`src/rtl/ex_mem_pipe.sv`:
```
// rtl/ex_mem_pipe.sv - elastic EX->MEM pipeline stage with 2-entry skid buffer and perf counters
module ex_mem_pipe #(
  parameter int DATA_W = 32,
  parameter int FLAG_W = 2,
  parameter int REG_W  = 5,
  parameter int CNT_W  = 16
) (
  input  logic              clk,
  input  logic              reset,
  input  logic              flush,
  input  logic              clr_cnt,
  input  logic              ex_valid,
  output logic              ex_ready,
  input  logic [DATA_W-1:0] ex_ALUout,
  input  logic [FLAG_W-1:0] ex_zero,
  input  logic [DATA_W-1:0] ex_store_data,
  input  logic [REG_W-1:0]  ex_rd,
  input  logic              ex_reg_wr,
  input  logic              ex_mem_rd,
  input  logic              ex_mem_wr,
  output logic              mem_valid,
  input  logic              mem_ready,
  output logic [DATA_W-1:0] mem_ALUout,
  output logic [FLAG_W-1:0] mem_zero,
  output logic [DATA_W-1:0] mem_store_data,
  output logic [REG_W-1:0]  mem_rd,
  output logic              mem_reg_wr,
  output logic              mem_mem_rd,
  output logic              mem_mem_wr,
  output logic [CNT_W-1:0]  stall_cnt,
  output logic [CNT_W-1:0]  flush_cnt
);

  localparam int PW = 2*DATA_W + FLAG_W + REG_W + 3;
  localparam logic [CNT_W-1:0] CNT_MAX = '1;

  typedef enum logic [1:0] {EMPTY = 2'd0, ONE = 2'd1, TWO = 2'd2} state_t;

  state_t        state, state_n;
  logic [PW-1:0] main_q, skid_q, ex_pay;
  logic          in_fire, out_fire;
  logic          load_main, main_from_skid, load_skid;
  logic          m_reg_wr, m_mem_rd, m_mem_wr;

  assign ex_pay    = {ex_ALUout, ex_zero, ex_store_data, ex_rd, ex_reg_wr, ex_mem_rd, ex_mem_wr};
  // Gating with reset keeps the producer from handshaking while the stage is held in reset.
  assign ex_ready  = reset & (state != TWO);
  assign mem_valid = (state != EMPTY);
  assign in_fire   = ex_valid & ex_ready;
  assign out_fire  = mem_valid & mem_ready;

  always_comb begin
    state_n        = state;
    load_main      = 1'b0;
    main_from_skid = 1'b0;
    load_skid      = 1'b0;
    if (flush) begin
      state_n = EMPTY;
    end else begin
      case (state)
        EMPTY: if (in_fire) begin
          state_n   = ONE;
          load_main = 1'b1;
        end
        ONE: begin
          if (in_fire && out_fire) begin
            load_main = 1'b1;
          end else if (in_fire) begin
            state_n   = TWO;
            load_skid = 1'b1;
          end else if (out_fire) begin
            state_n = EMPTY;
          end
        end
        TWO: if (out_fire) begin
          state_n        = ONE;
          main_from_skid = 1'b1;
        end
        default: state_n = EMPTY;
      endcase
    end
  end

  always_ff @(posedge clk or negedge reset) begin
    if (!reset) begin
      state  <= EMPTY;
      main_q <= '0;
      skid_q <= '0;
    end else begin
      state <= state_n;
      if (load_main)           main_q <= ex_pay;
      else if (main_from_skid) main_q <= skid_q;
      if (load_skid)           skid_q <= ex_pay;
    end
  end

  assign {mem_ALUout, mem_zero, mem_store_data, mem_rd, m_reg_wr, m_mem_rd, m_mem_wr} = main_q;
  // A stale MAIN must never look like a live register/memory write to MEM.
  assign mem_reg_wr = m_reg_wr & mem_valid;
  assign mem_mem_rd = m_mem_rd & mem_valid;
  assign mem_mem_wr = m_mem_wr & mem_valid;

  always_ff @(posedge clk or negedge reset) begin
    if (!reset) begin
      stall_cnt <= '0;
      flush_cnt <= '0;
    end else if (clr_cnt) begin
      stall_cnt <= '0;
      flush_cnt <= '0;
    end else begin
      if (mem_valid && !mem_ready && stall_cnt != CNT_MAX) stall_cnt <= stall_cnt + 1'b1;
      if (flush && flush_cnt != CNT_MAX)                   flush_cnt <= flush_cnt + 1'b1;
    end
  end

endmodule
```
`config.mk`:
```
export PLATFORM = sky130hd
export DESIGN_NAME = ex_mem_pipe
export DESIGN_NICKNAME = d
export VERILOG_FILES = /design/src/rtl/ex_mem_pipe.sv
export SDC_FILE = /design/constraint.sdc
export NUM_CORES = 1
export LEC_CHECK = 0
export CORE_ASPECT_RATIO = 0.9
export CORE_UTILIZATION = 35
export CTS_CLUSTER_DIAMETER = 150
export DETAILED_ROUTE_END_ITERATION = 10
export DONT_BUFFER_PORTS = 1
export GPL_ROUTABILITY_DRIVEN = 0
export PLACE_DENSITY_LB_ADDON = 0.25
export SLEW_MARGIN = 0
export SYNTH_ARGS = -nofsm -noshare
export SYNTH_HDL_FRONTEND = slang
export SYNTH_SLANG_ARGS = --single-unit
```
`constraint.sdc`:
```
create_clock -name clk -period 2.5 [get_ports clk]
set_clock_uncertainty 0.05 [all_clocks]
set_input_delay 0.125 -clock clk [delete_from_list [all_inputs] [get_ports clk]]
set_output_delay 0.125 -clock clk [all_outputs]
set_load 0.05 [all_outputs]
```
Word level (Yosys, flattened, before mapping)
Cells that the tools add are included.
- equality and inequality tests: 9
- add/sub/neg operators: 2
- bitwise logic cells: 6
- reduce and logical (&&, ||, !) cells: 11
- multiplexer cells: 23
- operator list (kind ; count):
    two-way mux 74 bit ; 2
    two-way mux 16 bit ; 4
    adder 16 x 1 -> 16 bit, second input constant ; 2
    != test 16 bit, second input constant ; 2
    two-way mux 2 bit ; 6
    two-way mux 1 bit ; 9
    != test 3 bit, second input constant ; 3
    nonzero test 2 bit ; 4
    bitwise AND 1 bit ; 6
    one-hot mux 2 bit (3 select lines) ; 1
    logical AND 1 bit ; 4
    != test 4 bit, second input constant ; 1
    AND reduction 4 bit ; 1
    == test 2 x 1 -> 1 bit, second input constant ; 1
    == test 2 bit, second input constant ; 1
    zero test 2 bit ; 1
    != test 2 bit, second input constant ; 1
    one-hot mux 1 bit (2 select lines) ; 1
    zero test 1 bit ; 1
- output and inout port bits: 108
- word-level logic and storage cells: 56
- register bits after elaboration: 182

Depth between registers and ports, before layout
Gate-level depths: netlist (run 1).
- depth in word-level cells: 8
- mapped depth: 7
- mapped depth without buffers: 5

Worst setup path after synthesis (run 1)
Ideal clock, no wire load.
- path type: register to register
- from: register stall_cnt[2]
- to: register stall_cnt[13]
- setup slack: 0.330 ns
- data arrival time: 1.995 ns
- required time: 2.325 ns
- stages on the path, launching flop included: 6
- library setup time: 0.125 ns
- path buffers: 1
- clock period less this slack: 2.170 ns
- path through: dfrtp_1 -> nand3_1 -> or3_1 -> buf_2 -> nor4_1 -> mux2_2
- cells in the longest elaborated chain, start to end: 3
- elaborated cells between the ends (all ways): 6
- classes of those cells: add/sub: 1; eq/ne: 1; mux: 2; reduce/logical: 2
- ends and longest elaborated chain (item ; line ; source):
    start, declared ; 30 ; output logic [CNT_W-1:0] stall_cnt,
    start signal, assigned ; 111 ; if (mem_valid && !mem_ready && stall_cnt != CNT_MAX) stall_cnt <= stall_cnt + 1'b1;
    adder 16 x 1 -> 16 bit or != test 16 bit (tied branches) ; 111 ;
    two-way mux 16 bit or logical AND 1 bit (tied branches) ; 111 ;
    two-way mux 16 bit or nonzero test 2 bit (tied branches) ; -- ;
Several ways; a longest one is shown, not always the timed one. The select of a mux whose other input is x is not followed.
A chain may end at the register's enable or synchronous reset.

Worst setup path after layout (run 1)
- from: input port clr_cnt
- to: register flush_cnt[7]
- cells in the longest elaborated chain, start to end: 1
- elaborated cells between the ends (all ways): 2
- classes of those cells: mux: 1; reduce/logical: 1
- ends and longest elaborated chain (item ; line ; source):
    start, declared ; 11 ; input logic clr_cnt,
    two-way mux 16 bit or nonzero test 2 bit (tied branches) ; -- ;
    end signal, assigned ; 112 ; if (flush && flush_cnt != CNT_MAX) flush_cnt <= flush_cnt + 1'b1;
    end, declared ; 31 ; output logic [CNT_W-1:0] flush_cnt
Several ways; a longest one is shown, not always the timed one.

==> results of run 1 <==
==> cells by family after synthesis <==
group | count (synthesis) | share of synthesized area, %
compound gates | 136 | 11.7
buf+inv | 124 | 8.99
flops | 182 | 54.2
mux | 77 | 10.3
simple gates | 264 | 14.5
fa+ha+maj | 2 | 0.298
==> power by group <==
part | total [mW] | switching (mW) | internal (mW)
Sequential | 4.50 | 1.11 | 3.40
Clock | 2.74 | 1.30 | 1.44
Combinational | 0.723 | 0.331 | 0.393
==> state kept, by name (all words and copies together) (netlist names) <==
signal	count
flush_cnt	16
main_q	74
skid_q	74
stall_cnt	16
state	2
==> worst max-delay path, cell delays in order <==
cell and delay [ps]:
sky130_fd_sc_hd__dlygate4sd3_1 1300, sky130_fd_sc_hd__inv_1 470, sky130_fd_sc_hd__and4_1 290, sky130_fd_sc_hd__a2111o_1 370
==> per-layer routing <==
metal  share of wire [%]  up-vias  GRT usage [%]  wire length (µm)
li1                    -     2740              -                 -
met1                  41     2980           19.8              8130
met2                  52      196           28.5             10400
met3                 5.5       35           3.61              1100
met4                 2.0        0           6.27               405
met5                   0        -              0                 0
==> cells in the final DEF, fill, tap and decap left out, drive strengths merged, types with 3 or more instances in the layout <==
master         n
inv           15
buf           39
clkinv         4
nor2b          6
nand3          8
and3           8
clkbuf        17
mux2          76
o21a           5
o21ai         11
nor2          18
a21oi         18
nand4         11
o31ai          5
o41ai          5
nor4           8
dfrtp        182
or4            5
or3            8
a22oi         74
dlygate4sd3   77
nand2        166
and4           6
nor3           7
and2           4
o311ai         3
==> final timing paths <==
check | slack (ps) | cells after the start | end
min | -660 | 0 | flush_cnt[10]$_DFFE_PN0P_
max reg2reg | 390 | 4 | stall_cnt[13]$_DFFE_PN0P_
max | 180 | 4 | flush_cnt[7]$_DFFE_PN0P_
max in group asynchronous | 2740 | 0 | skid_q[15]$_DFFE_PN0P_
min reg2reg | 410 | 1 | flush_cnt[8]$_DFFE_PN0P_
min in group clk | 40 | 2 | flush_cnt[2]$_DFFE_PN0P_
==> metrics by stage <==
step                utilization, %  area [µm²]  setup slack (ps)  hold WS, ps  total power [mW]
floorplan                        -        8400               330         -221              5.29
global placement              35.8        8410               499         -217              5.11
detailed placement            35.8        8410               406         -216              5.16
CTS                           41.7        9790               229         -687              8.07
global route                  41.7        9790              55.3         -690              8.31
finish                        41.7        9790               183         -656              7.97
==> layout make-up <==
cell class                      instances  area [µm²]
Clock buffer                           17         425
Multi-Input combinational cell        479        3130
Sequential cell                       182        4550
Inverter                                6        22.5
Fill cell                            2238       13700
Clock inverter                         15         179
Timing Repair Buffer                  116        1100
Tap cell                              302         378
==> qor.yml, run 1 <==
global_routing:
  grt_pass1_wl_um: 31600
  grt_pass1_vias: 6084
  grt_overflow_total: 0
  globalRouteTotalUtil_pct: 16.4
  pin_count_of_the_biggest_net_entering_global_routing: 186
  antenna_found_initial: 0
power:
  cell_leakage_power_nw: 4.56
  irDropWorstVdd_uv: 417
  p_per_area_nw_per_um2: 814
synthesis:
  synth_cells: 785
  synth_warnings: 0
  synth_async_sr_flop_share_pct: 100
  syn-mean-instance-area_um2: 10.7
  netlist_top_cells_count: "182 x sky130_fd_sc_hd__dfrtp_1, 166 x sky130_fd_sc_hd__nand2_1, 76 x sky130_fd_sc_hd__mux2_2"
  synth.ff_latch_count: 182
  yosys.cell_types.count: 50
  mappedNetlistNets: 867
  synthesis.area_um2: 8400
  synth-edff-count: 0
  synth_seq_area_share_pct: 54.2
  most_numerous_cell_in_the_yosys_netlist: "sky130_fd_sc_hd__dfrtp_1"
  top_cell_type_s_share_of_synthesized_area_pct: 54.2
  dominantRegCellSynth: "sky130_fd_sc_hd__dfrtp_1"
  synth_top_cells_by_area: "sky130_fd_sc_hd__dfrtp_1 54%, sky130_fd_sc_hd__mux2_2 10%, sky130_fd_sc_hd__nand2_1 7.4%, sky130_fd_sc_hd__a22oi_1 6.6%, sky130_fd_sc_hd__buf_4 6.5%"
  synthDominantAreaCellType: "sky130_fd_sc_hd__dfrtp_1"
clocking:
  clock_sink_count: 182
  post_cts.resized_instances: 0
  cts_hold_buffers: 77
  path_clk_slew_ps: 70
  max-clock-path-buffers: 2
  clock_tree.root_cell: "sky130_fd_sc_hd__clkbuf_16"
  cts_inserted_buffers: 17
  post_cts_buffers: 0
  maximum_level_of_the_cts_h_tree: 4
  clkLatencyLatePin_ps: 420
  cts_tree: "built"
timing:
  grt_setup_unrepaired: "no"
  report.final.hold_viol_count: 182
  worst_slew_margin_rel_pct: 22.2
  period_minus_slack_ps: 2320
  final.hold.worst_slack_ps: -656
  max_clock_freq_mhz: 432
  timing.final.crit_share_pct: 92.7
  finalSetupViolCount: 0
  report.final.slew_viol_count: 0
  setup_tns_final_ps: 0
  max_slew.worst_pin.slew_ps: 1160
die:
  core_um2: 23500
  start_util_pct: 35.8
  boundary_pins: 188
  rows: 53
  die_h_um: 149
  chipWidth_um: 165
  die_area_um2: 24600
detailed_routing:
  dr.first_iter.drc_count: 470
  vias: 5951
  drt-pass1-iter-count: 8
  drt-vias-per-instance: 5.33
  postRouteWirelength_um: 20000
  route.antenna.remaining_nets: 0
  routed_wire_length_per_instance_um: 17.9
  drcViolationCount: 22
place:
  port-buffer-count: 0
  dpl.hpwl_um: 12700
  place.detailed.instances: 1008
worst_setup_path:
  r2r_start: "state[0]$_DFFE_PN0P_"
  endpoint_kind_of_the_worst_setup_timing_path: "flip-flop"
  timing.setup.critical_path_class: "in -> reg"
  path_max_fanout: 29
  critical_path_arrival_ps: 2580
  setup.worst_path.start_class: "input port"
  critPathLaunch: "clr_cnt"
  required_ps: 2760
cells_and_area:
  area_delta_synth_final_pct: 16.5
  nNetsFinal: 884
  layoutNonFillerInstCount: 1117
  drive_gt1_share_pct: 19.3
  insertedDiodeCount: 0
min_path:
  min-delay-path-class: "in -> async"
status:
  violations: "DRC, hold timing"
  outcome: "finished with violations"
run:
  max_cap_violations: 0
Note: power is estimated with default switching activity, not from simulation.
==> run 2, diff against run 1 <==
--- a/config.mk
+++ b/config.mk
@@ -11,7 +11,7 @@
 export DETAILED_ROUTE_END_ITERATION = 10
 export DONT_BUFFER_PORTS = 1
 export GPL_ROUTABILITY_DRIVEN = 0
-export PLACE_DENSITY_LB_ADDON = 0.25
+export PLACE_DENSITY = 0.46
 export SLEW_MARGIN = 0
 export SYNTH_ARGS = -nofsm -noshare
 export SYNTH_HDL_FRONTEND = slang
==> run 2 against run 1 <==
The run still ends with DRC, hold timing left. Sequential share of layout area down 0.27 points. Worst hold slack better by 2.5 ps. Utilization up 0.25 points. Global-route usage down 0.12 points. Critical path depth up 2. Power down 0.83%. Die area unchanged. Register-to-register slack worse by 230 ps. Wire length down 0.34%. Setup slack worse by 23 ps. Cell area up 0.59%. Clock power down 2%. Critical path type is now reg -> reg. Critical endpoint is now flush_cnt[11]$_DFFE_PN0P_.
==> qor.yml, run 2 (synthesis gave the netlist of run 1 again) <==
worst_setup_path:
  critPathLaunch: "flush_cnt[5]$_DFFE_PN0P_"
  path_max_fanout: 5
  timing.setup.critical_path_class: "reg -> reg"
  reg2reg_to: "flush_cnt[11]$_DFFE_PN0P_"
  critical_path_arrival_ps: 2660
  required_ps: 2820
  endpoint_kind_of_the_worst_setup_timing_path: "flip-flop"
  setup.reg_to_reg.worst_slack_ps: 160
  ff2ff_path_depth: 6
  critical_path.endpoint: "flush_cnt[11]$_DFFE_PN0P_"
  r2r_start: "flush_cnt[5]$_DFFE_PN0P_"
  setup.worst_path.start_class: "flip-flop"
die:
  rows: 53
  die_h_um: 149
  boundary_pins: 188
  die_area_um2: 24600
  chipWidth_um: 165
  core_um2: 23500
  start_util_pct: 35.8
cells_and_area:
  commonest_cells_after_routing_fill_and_taps_aside: "182 x sky130_fd_sc_hd__dfrtp_1, 165 x sky130_fd_sc_hd__nand2_1, 79 x sky130_fd_sc_hd__dlygate4sd3_1"
  area_delta_synth_final_pct: 17.2
  drive_gt1_share_pct: 19.6
  layout_commonest_cell: "sky130_fd_sc_hd__dfrtp_1"
  final_core_utilization_pct: 41.9
  biggestRegsByFlops: "main_q x74, skid_q x74"
  nNetsFinal: 889
timing:
  layout_setup_ws_ps: 159
  worst_slew_margin_rel_pct: 60.8
  max_slew.worst_pin.slew_ps: 588
  period_minus_slack_ps: 2340
  max_clock_freq_mhz: 427
  setup_tns_final_ps: 0
  final.hold.worst_slack_ps: -653
  report.final.slew_viol_count: 0
  finalSetupViolCount: 0
  report.final.hold_viol_count: 182
  grt_setup_unrepaired: "no"
  timing.final.crit_share_pct: 93.6
clocking:
  path_clk_slew_ps: 80
  cts_inserted_buffers: 17
  maximum_level_of_the_cts_h_tree: 4
  max-clock-path-buffers: 2
  clkLatencyLatePin_ps: 420
  clock_sink_count: 182
  cts_hold_buffers: 80
  cts_tree: "built"
  clock_tree.root_cell: "sky130_fd_sc_hd__clkbuf_16"
power:
  cell_leakage_power_nw: 4.59
  irDropWorstVdd_uv: 438
  p_per_area_nw_per_um2: 803
min_path:
  min-delay-path-class: "in -> async"
detailed_routing:
  dr.max_layer_used: "met4"
  drt-vias-per-instance: 5.25
  route.antenna.remaining_nets: 0
  route.met2.wl_um: 9730
  drcViolationCount: 25
  vias: 5899
  post_route_m1_wl_um: 8790
  postRouteWirelength_um: 20000
  routed_wire_length_per_instance_um: 17.8
  wl_met3_um: 1280
  dr.first_iter.drc_count: 384
  drt-pass1-iter-count: 8
global_routing:
  grt_pass1_wl_um: 31500
  globalRouteTotalUtil_pct: 16.3
  grt_overflow_total: 0
  grt_pass1_vias: 5974
  antenna_found_initial: 1
  pin_count_of_the_biggest_net_entering_global_routing: 186
place:
  port-buffer-count: 0
  pre_cts_slack_ps: 462
  dpl.hpwl_um: 12200
status:
  violations: "DRC, hold timing"
  outcome: "finished with violations"
run:
  max_cap_violations: 0
run 2: layout make-up:
cell class              count  area (µm²)
diodes                      1        2.50
clock buffers              17         425
clock inverters            15         160
fillers                  2268       13600
inverters                   6        22.5
multi-input cells         479        3130
flip-flops and latches    182        4550
well taps                 302         378
repair buffers            121        1170
run 2: power breakdown:
group	internal, mW	total (mW)	switching (mW)
logic	0.397	0.721	0.324
registers	3.40	4.50	1.10
clock network	1.42	2.68	1.26
run 2: timing repair:
| item | in CTS | in global routing |
|---|---|---|
| setup buffers | 0 | 0 |
| setup endpoints to repair | 0 | 1 |
| hold endpoints to repair | 362 | 182 |
| resized for setup | 0 | 1 |
run 2: per-stage QoR:
step,instance area [µm²],std cells,hold WS (ps),power (mW)
2_1_floorplan,8400,785,-221,5.29
4_1_cts,9840,1122,-680,8.01
6_report,9840,1123,-653,7.90
3_5_place_dp,8440,1010,-214,5.15
5_1_grt,9840,1123,-682,8.28
3_3_place_gp,8440,1010,-214,5.11
run 2: how the worst min path moves through the flow:
stage / from / end / slack, ps / cells past startpoint
after global placement: reset / flush_cnt[9]$_DFFE_PN0P_ / -210 / 0
after global routing: reset / flush_cnt[6]$_DFFE_PN0P_ / -680 / 0
final: reset / flush_cnt[6]$_DFFE_PN0P_ / -650 / 0
after CTS: reset / skid_q[64]$_DFFE_PN0P_ / -680 / 0
after floorplan: reset / flush_cnt[0]$_DFFE_PN0P_ / -220 / 0
after detailed placement: reset / flush_cnt[8]$_DFFE_PN0P_ / -210 / 0
run 2: worst max-delay path, stage by stage, from the launching register on:
cell and delay, ps:
sky130_fd_sc_hd__dfrtp_1 390, sky130_fd_sc_hd__buf_4 230, sky130_fd_sc_hd__and2_1 250, sky130_fd_sc_hd__nand2_1 150
sky130_fd_sc_hd__or4_1 520, sky130_fd_sc_hd__a21oi_1 150, sky130_fd_sc_hd__dlygate4sd3_1 550
run 2: layer usage:
| layer | up-vias | track usage (%) |
|---|---|---|
| li1 | 2755 | - |
| met1 | 2982 | 20.6 |
| met2 | 155 | 27.1 |
| met3 | 7 | 5.31 |
| met4 | 0 | 3.55 |
| met5 | - | 0 |
